[config.mk]
export PLATFORM = sky130hd
export DESIGN_NAME = display_scanner
export DESIGN_NICKNAME = d
export VERILOG_FILES = /design/src/rtl/display_scanner.sv
export SDC_FILE = /design/constraint.sdc
export NUM_CORES = 1
export LEC_CHECK = 0
export ABC_AREA = 1
export BUFFER_PORTS_ARGS = -buffer_cell sky130_fd_sc_hd__buf_4
export CORE_MARGIN = 2
export CORE_UTILIZATION = 52
export CTS_CLUSTER_DIAMETER = 120
export DETAILED_ROUTE_END_ITERATION = 6
export PLACE_DENSITY = 0.75
export RECOVER_POWER = 25
export SLEW_MARGIN = 20
export SYNTH_ARGS = -nofsm -noshare
export SYNTH_HDL_FRONTEND = slang
export SYNTH_SLANG_ARGS = --single-unit
[constraint.sdc]
create_clock -name clk -period 2.01 [get_ports clk]
set_clock_uncertainty 0.15 [all_clocks]
set_input_delay 0.402 -clock clk [delete_from_list [all_inputs] [get_ports clk]]
set_output_delay 0.402 -clock clk [all_outputs]
set_load 0.005 [all_outputs]
[src/rtl/display_scanner.sv]
// Time-multiplexed seven-segment scanner with a double-buffered frame,
// per-slot anti-ghosting blanking and optional leading-zero suppression.
module display_scanner #(
  parameter int unsigned N_DIGITS = 4,
  parameter int unsigned DIV      = 50000,
  parameter int unsigned BLANK    = 2
) (
  input  logic                  clk,
  input  logic                  rst_n,
  input  logic                  load_i,
  input  logic [N_DIGITS*5-1:0] digits_i,
  input  logic                  lzb_i,
  output logic                  ready_o,
  output logic [6:0]            seg_o,
  output logic                  dp_o,
  output logic [N_DIGITS-1:0]   an_o,
  output logic                  frame_o
);

  localparam int unsigned CntW   = $clog2(DIV);
  localparam int unsigned IdxW   = (N_DIGITS > 1) ? $clog2(N_DIGITS) : 1;
  localparam int unsigned FrameW = N_DIGITS * 5;

  typedef enum logic [0:0] {StBlank, StDrive} state_e;

  state_e              state_q, state_d;
  logic [CntW-1:0]     cnt_q, cnt_d;
  logic [IdxW-1:0]     idx_q, idx_d;
  logic [FrameW-1:0]   pend_q, pend_d;
  logic [FrameW-1:0]   active_q, active_d;
  logic                valid_q, valid_d;

  logic                slot_end, last_digit, wrap, accept;
  logic [4:0]          cur;
  logic                hide;
  logic                zero_run;
  logic [N_DIGITS-1:0] lz_mask;
  logic [6:0]          seg_dec;

  assign slot_end   = (cnt_q == CntW'(DIV - 1));
  assign last_digit = (idx_q == IdxW'(N_DIGITS - 1));
  assign wrap       = slot_end & last_digit;
  assign accept     = load_i & ~valid_q;

  always_ff @(posedge clk or negedge rst_n) begin
    if (!rst_n) state_q <= StBlank;
    else        state_q <= state_d;
  end

  always_comb begin
    state_d = state_q;
    unique case (state_q)
      StBlank: if (cnt_q == CntW'(BLANK - 1)) state_d = StDrive;
      StDrive: if (slot_end)                   state_d = StBlank;
    endcase
  end

  always_ff @(posedge clk or negedge rst_n) begin
    if (!rst_n) begin
      cnt_q    <= '0;
      idx_q    <= '0;
      pend_q   <= '0;
      active_q <= '0;
      valid_q  <= 1'b0;
    end else begin
      cnt_q    <= cnt_d;
      idx_q    <= idx_d;
      pend_q   <= pend_d;
      active_q <= active_d;
      valid_q  <= valid_d;
    end
  end

  always_comb begin
    cnt_d    = slot_end ? '0 : cnt_q + 1'b1;
    idx_d    = idx_q;
    pend_d   = pend_q;
    active_d = active_q;
    valid_d  = valid_q;
    if (slot_end) idx_d = last_digit ? '0 : idx_q + 1'b1;
    if (wrap && valid_q) begin
      active_d = pend_q;
      valid_d  = 1'b0;
    end
    // accept only happens with valid_q low, so it never collides with the swap
    if (accept) begin
      pend_d  = digits_i;
      valid_d = 1'b1;
    end
  end

  // Digit k is a leading zero when it and every digit above it are zero.
  always_comb begin
    lz_mask  = '0;
    zero_run = 1'b1;
    for (int k = int'(N_DIGITS) - 1; k >= 1; k--) begin
      zero_run   = zero_run & (active_q[k*5+1 +: 4] == 4'd0);
      lz_mask[k] = zero_run;
    end
  end

  always_comb begin
    cur  = '0;
    hide = 1'b0;
    for (int k = 0; k < int'(N_DIGITS); k++) begin
      if (idx_q == IdxW'(k)) begin
        cur  = active_q[k*5 +: 5];
        hide = lz_mask[k];
      end
    end
  end

  always_comb begin
    case (cur[4:1])
      4'd0:    seg_dec = 7'b1000000;
      4'd1:    seg_dec = 7'b1111001;
      4'd2:    seg_dec = 7'b0100100;
      4'd3:    seg_dec = 7'b0110000;
      4'd4:    seg_dec = 7'b0011001;
      4'd5:    seg_dec = 7'b0010010;
      4'd6:    seg_dec = 7'b0000010;
      4'd7:    seg_dec = 7'b1111000;
      4'd8:    seg_dec = 7'b0000000;
      4'd9:    seg_dec = 7'b0010000;
      default: seg_dec = 7'b1111111;
    endcase
  end

  always_comb begin
    an_o    = '1;
    seg_o   = 7'b1111111;
    dp_o    = 1'b1;
    frame_o = wrap;
    ready_o = ~valid_q;
    if (state_q == StDrive && !(lzb_i && hide)) begin
      for (int k = 0; k < int'(N_DIGITS); k++) begin
        if (idx_q == IdxW'(k)) an_o[k] = 1'b0;
      end
      seg_o = seg_dec;
      dp_o  = ~cur[0];
    end
  end

endmodule

# ---- Word-level counts from Yosys, hierarchy flattened
# Memories as Yosys holds them, arrays and structs flattened.
# Index checks and enable logic that the tools add are counted.
# W data, S select, Z words.
dict set report word_totals {
  latch_bits 0
  regBits 60
  mem_bits_rw 0
  wordCells 51
  mem_count 1
  mem_bits_ro 112
  input_bits 24
  output_inout_bits 14
}
# name words word_bits rd rd_clocked_by_memory_dff wr line
set memory_table {}
lappend memory_table {{(name not given)} 16 7 1 0 0 114} ;# case (cur[4:1])
dict set report op_classes {
  eq_ne 5
  mux 21
  mul 0
  shifts 0
  bitwise_logic 7
  n_lt_le_gt_ge 0
  reduce_logical 9
  n_div 0
  n_addsub 2
}
# cell n
set op_table {}
lappend op_table {{$mux W5} 4}
lappend op_table {{$add A16 B1 Y16 const B} 1}
lappend op_table {{$eq A16 B1 Y1 const B} 1}
lappend op_table {{$eq A16 B16 Y1 const B} 1}
lappend op_table {{$mux W16} 1}
lappend op_table {{$logic_not A4 Y1} 3}
lappend op_table {{$mux W1} 12}
lappend op_table {{$mux W7} 1}
lappend op_table {{$and A1 B1 Y1} 4}
lappend op_table {{$eq A2 B2 Y1 const B} 2}
lappend op_table {{$mux W4} 1}
lappend op_table {{$logic_and A1 B1 Y1} 3}
lappend op_table {{$not A1 Y1} 3}
lappend op_table {{$add A2 B1 Y2 const B} 1}
lappend op_table {{$eq A2 B1 Y1 const B} 1}
lappend op_table {{$logic_not A2 Y1} 1}
lappend op_table {{$mux W2} 1}
lappend op_table {{$pmux W1 S2} 1}
lappend op_table {{$reduce_bool A2 Y1} 1}
lappend op_table {{$logic_not A1 Y1} 1}

# ---- Logic depth before layout (Yosys ltp)
# Gate-level depths: netlist of the first run.
dict set report logic_depth {
  word_depth 10
  mapped_depth 14
  mapped_depth_nobuf 14
}

# ---- Least setup slack after synthesis of the first run
# OpenSTA, ideal clock, no wires.
dict set report synth_path {
  path_type {flip-flop to output port}
  from {register idx_q[0]}
  to {output port seg_o[3]}
  setup_slack_ns -0.185
  stages_incl_launch_ff 11
  required_time_ns 1.458
  path_buffers 0
  arrival_time_ns 1.643
  path_cell_list {dfrtp_1 > inv_1 > ha_1 > inv_2 > nand3_1 > nand2_1 > o21ai_1 > ha_1 > nand3_1 > nand3_1 > nand3_1}
}
dict set report synth_via {
  elab_chain_cells 8
  word_cells_on_any_way 16
  cone_classes {eq/ne: 3; mux: 8; reduce/logical: 4; memory: 1}
}
# element line
set synth_lines {}
lappend synth_lines {{start, declared} 28} ;# logic [IdxW-1:0] idx_q, idx_d;
lappend synth_lines {{start signal, assigned} 67} ;# idx_q <= idx_d;
lappend synth_lines {{branches (longest 7 deep; another with $mem_v2 Z16 W7)} -}
lappend synth_lines {{$mux W7 (*)} 135} ;# if (state_q == StDrive && !(lzb_i && hide)) begin
lappend synth_lines {{end, declared} 14} ;# output logic [6:0] seg_o,
# Mark *: on every way between the ends.

# ---- Worst setup path after layout of the first run
dict set report layout_path {
  from {register idx_q[1]}
  to {output port seg_o[6]}
}
# Same word-level chain as after synthesis.

==> results of run 1 <==
-- routing by layer --
layer | up-vias | wire [µm] | share of wire | global-route usage
li1 | 1389 | - | - | -
met3 | 26 | 336 | 0.042 | 0.0462
met5 | - | 0 | 0 | 0
met2 | 85 | 4220 | 0.53 | 0.435
met1 | 1343 | 3130 | 0.39 | 0.269
met4 | 0 | 283 | 0.036 | 0.133
-- sequential cells by signal (all words and copies together) (netlist names) --
| signal | count |
|---|---|
| idx_q | 2 |
| valid_q | 1 |
| active_q | 20 |
| pend_q | 20 |
| cnt_q | 16 |
| state_q | 1 |
-- cell families after synthesis --
family	after synthesis
and+or+nand+nor	185
buffers and inverters	66
AOI/OAI and AO/OA	60
DFF	60
adders and majority gates	11
xor gates and xnor gates	5
-- cells in the mapped netlist (all sizes together) (3+ instances only) --
library cell | n | area share
nor3 | 6 | 0.011
nand3 | 29 | 0.046
inv | 56 | 0.066
xor2 | 4 | 0.011
buf | 6 | 0.017
a21oi | 31 | 0.049
o21ai | 24 | 0.062
dfrtp | 60 | 0.47
nand2 | 91 | 0.12
ha | 11 | 0.043
nor4 | 3 | 0.0059
clkbuf | 4 | 0.0047
nor2 | 50 | 0.067
-- power by group through the flow --
stage          combinational (µW)  sequential, µW  clock [µW]
2_1_floorplan                57.0            1290           0
3_3_place_gp                  122            1290           0
3_5_place_dp                  127            1290           0
4_1_cts                       129            1270        1070
5_1_grt                       146            1270        1130
6_report                      126            1270        1060
-- through the flow --
| step | power (µW) | instance area, µm² | TNS (ps) |
|---|---|---|---|
| 6_report | 2450 | 4410 | -7280 |
| 5_1_grt | 2550 | 4410 | -8530 |
| 4_1_cts | 2470 | 4240 | -6690 |
| 3_5_place_dp | 1420 | 3750 | -2330 |
| 3_3_place_gp | 1410 | 3750 | -1930 |
| 2_1_floorplan | 1340 | 3280 | -426 |
-- final timing paths --
| kind | from | cells after the start | endpoint |
|---|---|---|---|
| setup / recovery | idx_q[1] | 15 | seg_o[6] |
| max in group asynchronous | rst_n | 2 | idx_q[0] |
| hold reg to reg | active_q[7] | 2 | active_q[7] |
| min in group asynchronous | rst_n | 2 | cnt_q[5] |
| hold / removal | load_i | 3 | valid_q |
| setup reg to reg | cnt_q[0] | 13 | active_q[18] |
-- worst max-delay path, stage by stage (launching register included) --
cell and delay (ps):
dfrtp_2 470, inv_4 100, ha_4 170, inv_4 50, nand3_2 50, nand2_1 60, nand2_1 80, nand2_2 60
nand2_4 140, inv_4 70, ha_4 170, inv_4 60, nand3_4 70, nand3_2 90, nand3_2 80, buf_6 120
-- repair_timing --
| action | in CTS | in global routing |
|---|---|---|
| endpoints found under the hold margin | 19 | 0 |
| hold buffers | 1 | 0 |
| cloned | 1 | 0 |
| resized for setup | 53 | 27 |
| endpoints found under the setup margin | 13 | 16 |
| pin swaps | 16 | 19 |
| buffers inserted | 9 | 9 |
-- area by class of cell --
| class | count | area [µm²] | area share |
|---|---|---|---|
| multi-input cells | 261 | 1720 | 0.389 |
| flip-flops and latches | 60 | 1500 | 0.341 |
| repair buffers | 79 | 669 | 0.152 |
| inverters | 56 | 235 | 0.0533 |
| clock buffers | 9 | 124 | 0.0281 |
| well taps | 75 | 93.8 | 0.0213 |
| clock inverters | 7 | 67.6 | 0.0153 |
==> impl_metrics.csv, run 1 <==
group,metric,value,unit
clocking,clk_latency,340,ps
global_routing,gr-total-overflow,0,
sta,finalCriticalPeriod,2720,ps
sta,whs,132,ps
layout,syn2layout_area_growth,39.4,%
drt,post-route-drc-count,0,
drt,postRouteAntennaNets,0,
synth,synth_enable_flop_cells,0,
sta,setup_viol,13,
layout,diodes,0,
worst_hold_path,hp-class,"in -> reg",
synth,synth-seq-area-share,0.474,
layout,final_cell_mix,"66 x nand2_1, 58 x dfrtp_1, 57 x buf_4, 46 x nor2_1, 42 x inv_1",
sta,clock.fmax,367,MHz
layout,final_util,0.749,
global_routing,grt_pass1_wl,12200,µm
setup_path,critPathMaxFanout,5,
setup_path,crit_type,"reg -> out",
setup_path,critPathArrivalTime,2170,ps
power,p_sw,582,µW
layout,layout-drive-gt1-share,0.396,
drt,num_vias,2843,
clocking,cts_buffers,9,
synth,avgSynthCellArea,8.18,µm²
placement,place.gp.congestion,0.908,
clocking,cts.sinks,60,
power,seqPwrFrac,0.517,
layout,final_net_count,502,
power,vdd_drop_max,0.442,mV
sta,post-route-period-util,1.35,
run_status,outcome,"finished with violations",
placement,port-buffer-count,37,
synth,netlist_area,3160,µm²
setup_path,required,1460,ps
drt,wirelength,7970,µm
clocking,htree_num_levels,3,
global_routing,grt_use_total,0.243,
global_routing,grt_pass1_vias,2762,
drt,drt_iter0_drc,191,
sta,maxSlewViolCount,0,
synth,synth_fa_ha_area_frac,0.0435,
clocking,cts_buffer_depth,2,
layout,fin_cells,547,
synth,synth_compound_area_frac,0.122,
synth,synth_flop_cell,"dfrtp_1",
layout,filler_cell_count,388,
sta,grt_setup_unrepaired,"yes",
sta,postLayoutSetupSlackWorst,-713,ps
clocking,cts_tree,"done",
synth,synth_cells,387,
power,comb_power_share,0.051,
power,p_int,1870,µW
run_status,failed_checks,"negative setup slack",
drt,drtPass1Iterations,5,
global_routing,grt_max_degree,61,
sta,worst_slew_pin_slew,806,ps
power,leakage,0.00224,µW
placement,hpwl,4680,µm
global_routing,antenna_found_initial,0,
clocking,clk_pin_slew,70,ps
drt,wire_per_inst,14.6,µm
power,switching_share,0.238,
sta,slew_headroom,0.463,
power,powerDensity,556,nW/µm²
die,coreArea,5890,µm²
die,start_util,0.538,
synth,yosysWarnings,0,
sta,hold_viol_final,0,
die,io_pins,38,
synth,synth-simple-area-share,0.258,
die,die_w,82.0,µm
die,dieHeight,82.0,µm
synth,yosys.cell_types.count,32,
synth,synthXorXnorAreaFrac,0.0138,
placement,dp_cells,511,
power,power.share.clock,0.432,
clocking,cts-root-buf,"clkbuf_8",
placement,place_ws,-295,ps
flow_run,maxCapViolCount,0,
die,die-area,6720,µm²
synth,synth_nets,422,
synth,async_reset_ff_frac,1.00,
synth,synth_top_family_by_area,"simple AND/OR/NAND/NOR gates",
drt,vias_per_cell,5.20,
die,fp-row-count,28,
setup_path,crit_path_start_kind,"register",
setup_path,r2r_slack,80,ps
setup_path,critPathCaptureType,"primary output",
synth,synth_mux_area_frac,0,
synth,synth-seq-cells,60,
layout,layout_commonest_cell,"nand2_1",
Power figures use the tool's default switching activity.
==> run 2: changes to the inputs <==
CORE_UTILIZATION = 58   (was 52)
PLACE_DENSITY = 0.8   (was 0.75)
clock period = 2.8 ns   (was 2.01 ns; I/O delays follow)
==> impl_metrics.csv, run 2 (synthesis gave the netlist of run 1 again) <==
group,metric,value,unit
run_status,outcome,"finished with violations",
run_status,failed_checks,"negative setup slack",
die,io_pins,38,
sta,grt_setup_unrepaired,"yes",
clocking,cts_buffer_depth,2,
layout,final_net_count,478,
placement,port-buffer-count,37,
global_routing,grt_pass1_vias,2623,
clocking,cts-root-buf,"clkbuf_8",
layout,diodes,0,
sta,setup-tns-final,-612,ps
setup_path,critical_path.max_stage_delay,470,ps
layout,final_cell_mix,"73 x nand2_1, 58 x dfrtp_1, 48 x buf_4, 46 x nor2_1, 42 x inv_1",
layout,fin_cells,518,
drt,postRouteAntennaNets,0,
clocking,clk_latency,350,ps
layout,filler_cell_count,311,
clocking,cts_tree,"done",
global_routing,gr-total-overflow,0,
setup_path,crit_path_start_kind,"register",
global_routing,grt_max_degree,61,
setup_path,rr_startpoint,"cnt_q[0]",
setup_path,crit_type,"reg -> out",
sta,postLayoutSetupSlackWorst,-141,ps
drt,wirelength,8060,µm
placement,place.gp.congestion,0.875,
layout,layout-drive-gt1-share,0.355,
drt,drtPass1Iterations,4,
drt,num_vias,2769,
layout,syn2layout_area_growth,31.8,%
setup_path,critPathArrivalTime,2230,ps
setup_path,slowest_stage,"dfrtp_2",
power,powerDensity,459,nW/µm²
worst_hold_path,hp-class,"in -> reg",
die,start_util,0.612,
flow_run,maxCapViolCount,0,
die,coreArea,5170,µm²
sta,clock.fmax,340,MHz
global_routing,grt_pass1_wl,12100,µm
power,vdd_drop_max,0.384,mV
global_routing,antenna_found_initial,0,
die,dieHeight,77.9,µm
die,die-area,6060,µm²
sta,maxSlewViolCount,0,
sta,slew_headroom,0.0257,
sta,finalCriticalPeriod,2940,ps
drt,post-route-drc-count,0,
die,die_w,77.9,µm
layout,top_regs,"active_q x20, pend_q x20, cnt_q x16",
clocking,cts.sinks,60,
setup_path,path_cells,"inv_4, ha_4, nand2_2, nand2_2, nand3_4, nand2_4, o21ai_4, ha_4, nand3_4, nand3_2, nand3_1, buf_4",
placement,dp_cells,488,
drt,drt_iter0_drc,158,
sta,setup_viol,6,
drt,wire_per_inst,15.6,µm
layout,final_area,4170,µm²
clocking,clk_pin_slew,70,ps
placement,place_area,3500,µm²
setup_path,critPathMaxFanout,6,
power,leakage,0.00211,µW
sta,hold_viol_final,0,
layout,multi_input_area,1680,µm²
setup_path,crit_path_start,"idx_q[0]",
die,fp-row-count,26,
sta,post-route-period-util,1.05,
worst_hold_path,hold_start,"load_i",
drt,vias_per_cell,5.35,
layout,layout_commonest_cell,"nand2_1",
setup_path,required,2090,ps
clocking,cts_buffers,9,
sta,worst_slew_pin_slew,1460,ps
setup_path,critPathCaptureType,"primary output",
placement,hpwl,4510,µm
layout,seq_area,1500,µm²
clocking,htree_num_levels,3,
placement,place_ws,130,ps
global_routing,grt_use_total,0.262,
[run 2: changes by cell type in the layout (fill, tap and decap cells not counted), moves of 2 or more]
cell,change
clkbuf_4,-2
buf_6,-12
clkbuf_8,+2
nand2_2,-5
nand2_1,+7
clkinv_2,-3
buf_4,-9
inv_2,+2
[run 2: final timing paths]
check                      cells past startpoint  slack, ps           to
setup / recovery                              12       -140     seg_o[3]
hold / removal                                 3        260      valid_q
min in group asynchronous                      1        400      valid_q
max in group asynchronous                      1       1120     idx_q[1]
setup reg to reg                              10        680  active_q[8]
hold reg to reg                                2        340  active_q[4]
[run 2: area by class of cell]
class                   instances  area share
clock buffers                  11      0.0363
clock inverters                 5      0.0201
inverters                      56      0.0534
multi-input cells             261       0.403
flip-flops and latches         60       0.361
well taps                      70      0.0210
repair buffers                 55       0.106
[run 2: power breakdown]
part / switching (µW) / total (µW) / internal (µW) / leakage (µW)
sequential: 8.67 / 909 / 900 / 0.000743
combinational: 57.0 / 91.7 / 34.7 / 0.00125
clock: 362 / 912 / 551 / 0.000112
[run 2: timing repair]
item                       in CTS  in global routing
hold buffers                    0                  0
hold endpoints to repair        0                  0
setup endpoints to repair       7                  8
pin swaps                       8                 16
gates resized for setup        41                 37
buffers inserted                7                  7
[run 2: worst max-delay path, delay by kind of cell, from the launching register on]
| family | cells | cell delay (ps) |
|---|---|---|
| and+or+nand+nor | 7 | 560 |
| adders and majority gates | 2 | 480 |
| DFF | 1 | 470 |
| buffers and inverters | 2 | 260 |
| AOI/OAI and AO/OA | 1 | 100 |
[run 2: metal layers]
layer  up-vias  GRT usage  part of all wire
met5         -          0                 0
met4         0      0.113             0.028
met3        23     0.0593             0.046
met2        78      0.420              0.50
met1      1332      0.341              0.42
li1       1336          -                 -
[run 2: per-stage QoR]
stage / hold slack [ps] / utilization / total power, µW
after floorplan: 114 / - / 964
after global placement: 317 / 0.677 / 1010
after detailed placement: 322 / 0.677 / 1020
after CTS: 146 / 0.767 / 1920
after global routing: 284 / 0.806 / 1970
final: 265 / 0.806 / 1910
==> run 3: changes to the inputs <==
ABC_AREA = unset   (was 1)
CORE_UTILIZATION = 57   (was 58)
PLACE_DENSITY = 0.79   (was 0.8)
==> impl_metrics.csv, run 3 <==
group,metric,value,unit
placement,place_ws,-145,ps
setup_path,slowest_stage,"dfrtp_2",
worst_hold_path,hp-class,"in -> reg",
sta,finalCriticalPeriod,3270,ps
clocking,clk_pin_slew,70,ps
layout,filler_cell_count,305,
synth,synth_flop_cell,"dfrtp_1",
global_routing,antenna_found_initial,0,
layout,top_regs,"active_q x20, pend_q x20, cnt_q x16",
synth,synth-seq-area-share,0.497,
global_routing,gr-total-overflow,0,
global_routing,grt_max_degree,61,
global_routing,grt_pass1_vias,2148,
setup_path,required,2090,ps
synth,synth-seq-cells,60,
clocking,cts_tree,"done",
synth,avgSynthCellArea,12.1,µm²
die,die_w,76.8,µm
global_routing,grt_pass1_wl,10500,µm
setup_path,critPathMaxFanout,4,
global_routing,grt_use_total,0.231,
run_status,outcome,"finished with violations",
power,powerDensity,456,nW/µm²
sta,setup-tns-final,-3150,ps
synth,netlist_area,3020,µm²
sta,clock.fmax,306,MHz
clocking,cts_buffers,9,
drt,drtPass1Iterations,4,
setup_path,critPathArrivalTime,2560,ps
clocking,clk_latency,340,ps
setup_path,rr_startpoint,"cnt_q[11]",
layout,diodes,0,
clocking,cts_buffer_depth,2,
synth,synth_enable_flop_cells,0,
clocking,cts-root-buf,"clkbuf_8",
clocking,htree_num_levels,3,
sta,grt_setup_unrepaired,"yes",
synth,yosysWarnings,0,
synth,synth_top_area_share,0.497,
synth,synth_nets,285,
drt,drt_iter0_drc,101,
synth,synth_cells,250,
worst_hold_path,hold_start,"digits_i[19]",
sta,worst_slew_pin_slew,1450,ps
sta,postLayoutSetupSlackWorst,-471,ps
layout,layout-drive-gt1-share,0.452,
synth,yosys-top-cells-area,"dfrtp_1 50%, mux2_4 9.4%, mux2_1 5.6%, ha_1 4.6%, mux2_2 3.0%",
placement,place.gp.congestion,0.880,
drt,num_vias,2188,
synth,yosys.area.top_type,"dfrtp_1",
run_status,failed_checks,"negative setup slack",
placement,hpwl,4090,µm
sta,hold_viol_final,0,
synth,async_reset_ff_frac,1.00,
sta,whs,285,ps
die,dieHeight,76.8,µm
die,start_util,0.592,
setup_path,crit_type,"reg -> out",
synth,synth_most_common_cell,"dfrtp_1",
die,die-area,5900,µm²
layout,syn2layout_area_growth,32.4,%
setup_path,critPathCaptureType,"primary output",
synth,ys_top_cells_by_count,"60 x dfrtp_1, 19 x mux2_4, 18 x nor2_1",
sta,maxSlewViolCount,0,
sta,slew_headroom,0.0353,
die,fp-row-count,26,
synth,yosys.cell_types.count,49,
drt,wirelength,6840,µm
die,io_pins,38,
sta,post-route-period-util,1.17,
clocking,cts.sinks,60,
sta,setup_viol,12,
setup_path,critical_path.max_stage_delay,440,ps
drt,vias_per_cell,5.60,
placement,dp_cells,365,
setup_path,path_cells,"inv_4, ha_4, or2_1, a221o_1, o211ai_1, ha_2, and3_1, a31oi_1, buf_4",
drt,postRouteAntennaNets,0,
setup_path,crit_path_start_kind,"register",
layout,layout_commonest_cell,"dfrtp_1",
layout,final_net_count,352,
power,leakage,0.00190,µW
drt,post-route-drc-count,0,
layout,fin_cells,391,
power,vdd_drop_max,0.452,mV
drt,wire_per_inst,17.5,µm
flow_run,maxCapViolCount,0,
setup_path,crit_path_start,"idx_q[0]",
die,coreArea,5110,µm²
placement,port-buffer-count,37,
layout,final_cell_mix,"58 x dfrtp_1, 55 x buf_4, 20 x mux2_4, 17 x nor2_1, 14 x mux2_1",
-- run 3: worst max-delay path, delay by kind of cell (launching register included) --
family | cells | cell delay [ps]
flip-flops | 1 | 440
adder cells (fa/ha/maj) | 2 | 550
AO/OA/AOI/OAI | 3 | 630
AND/OR/NAND/NOR | 2 | 390
buffers and inverters | 2 | 200
-- run 3: where the power goes --
group	total (µW)	switching [µW]	internal, µW	leakage, µW
Sequential	926	21.3	905	0.000771
Clock	825	332	493	0.000102
Combinational	74.3	30.3	44.0	0.00103
Total	1830	384	1440	0.00190
-- run 3: area by class of cell --
type | count | area [µm²] | area share
Inverter | 9 | 38.8 | 0.00970
Tap cell | 70 | 87.6 | 0.0219
Multi-Input combinational cell | 171 | 1630 | 0.409
Timing Repair Buffer | 66 | 531 | 0.133
Sequential cell | 60 | 1500 | 0.376
Clock inverter | 5 | 77.6 | 0.0194
Clock buffer | 10 | 128 | 0.0319
-- run 3: cell families after synthesis --
group,count (synthesis),share of synthesized area
buf+inv,19,0.0290
mux,44,0.187
flops,60,0.497
xor+xnor,13,0.0377
compound gates,24,0.0584
simple gates,79,0.146
fa+ha+maj,11,0.0455
-- run 3: final timing paths --
path | end | cells past startpoint | slack (ps)
setup / recovery | seg_o[3] | 9 | -470
hold / removal | pend_q[19] | 2 | 290
setup reg to reg | active_q[0] | 6 | 310
hold reg to reg | active_q[0] | 1 | 340
max in group asynchronous | idx_q[1] | 1 | 1120
min in group asynchronous | cnt_q[1] | 1 | 410
-- run 3: stage by stage --
stage          power, µW   util  instance area (µm²)
3_5_place_dp        1020  0.680                 3470
4_1_cts             1840  0.759                 3880
5_1_grt             1900  0.783                 4000
2_1_floorplan        962      -                 3030
3_3_place_gp        1010  0.680                 3470
6_report            1830  0.783                 4000
-- run 3: metal layers --
metal / track usage / up-vias / wire length (µm)
li1: - / 1018 / -
met1: 0.310 / 1092 / 3000
met2: 0.341 / 61 / 3350
met3: 0.0871 / 17 / 274
met4: 0.0873 / 0 / 212
met5: 0 / - / 0
-- run 3: timing repair --
| action | in CTS | in global routing |
|---|---|---|
| hold buffers | 0 | 0 |
| buffers inserted | 5 | 7 |
| endpoints found under the setup margin | 12 | 12 |
| resized for setup | 39 | 17 |
| pin swaps | 13 | 8 |
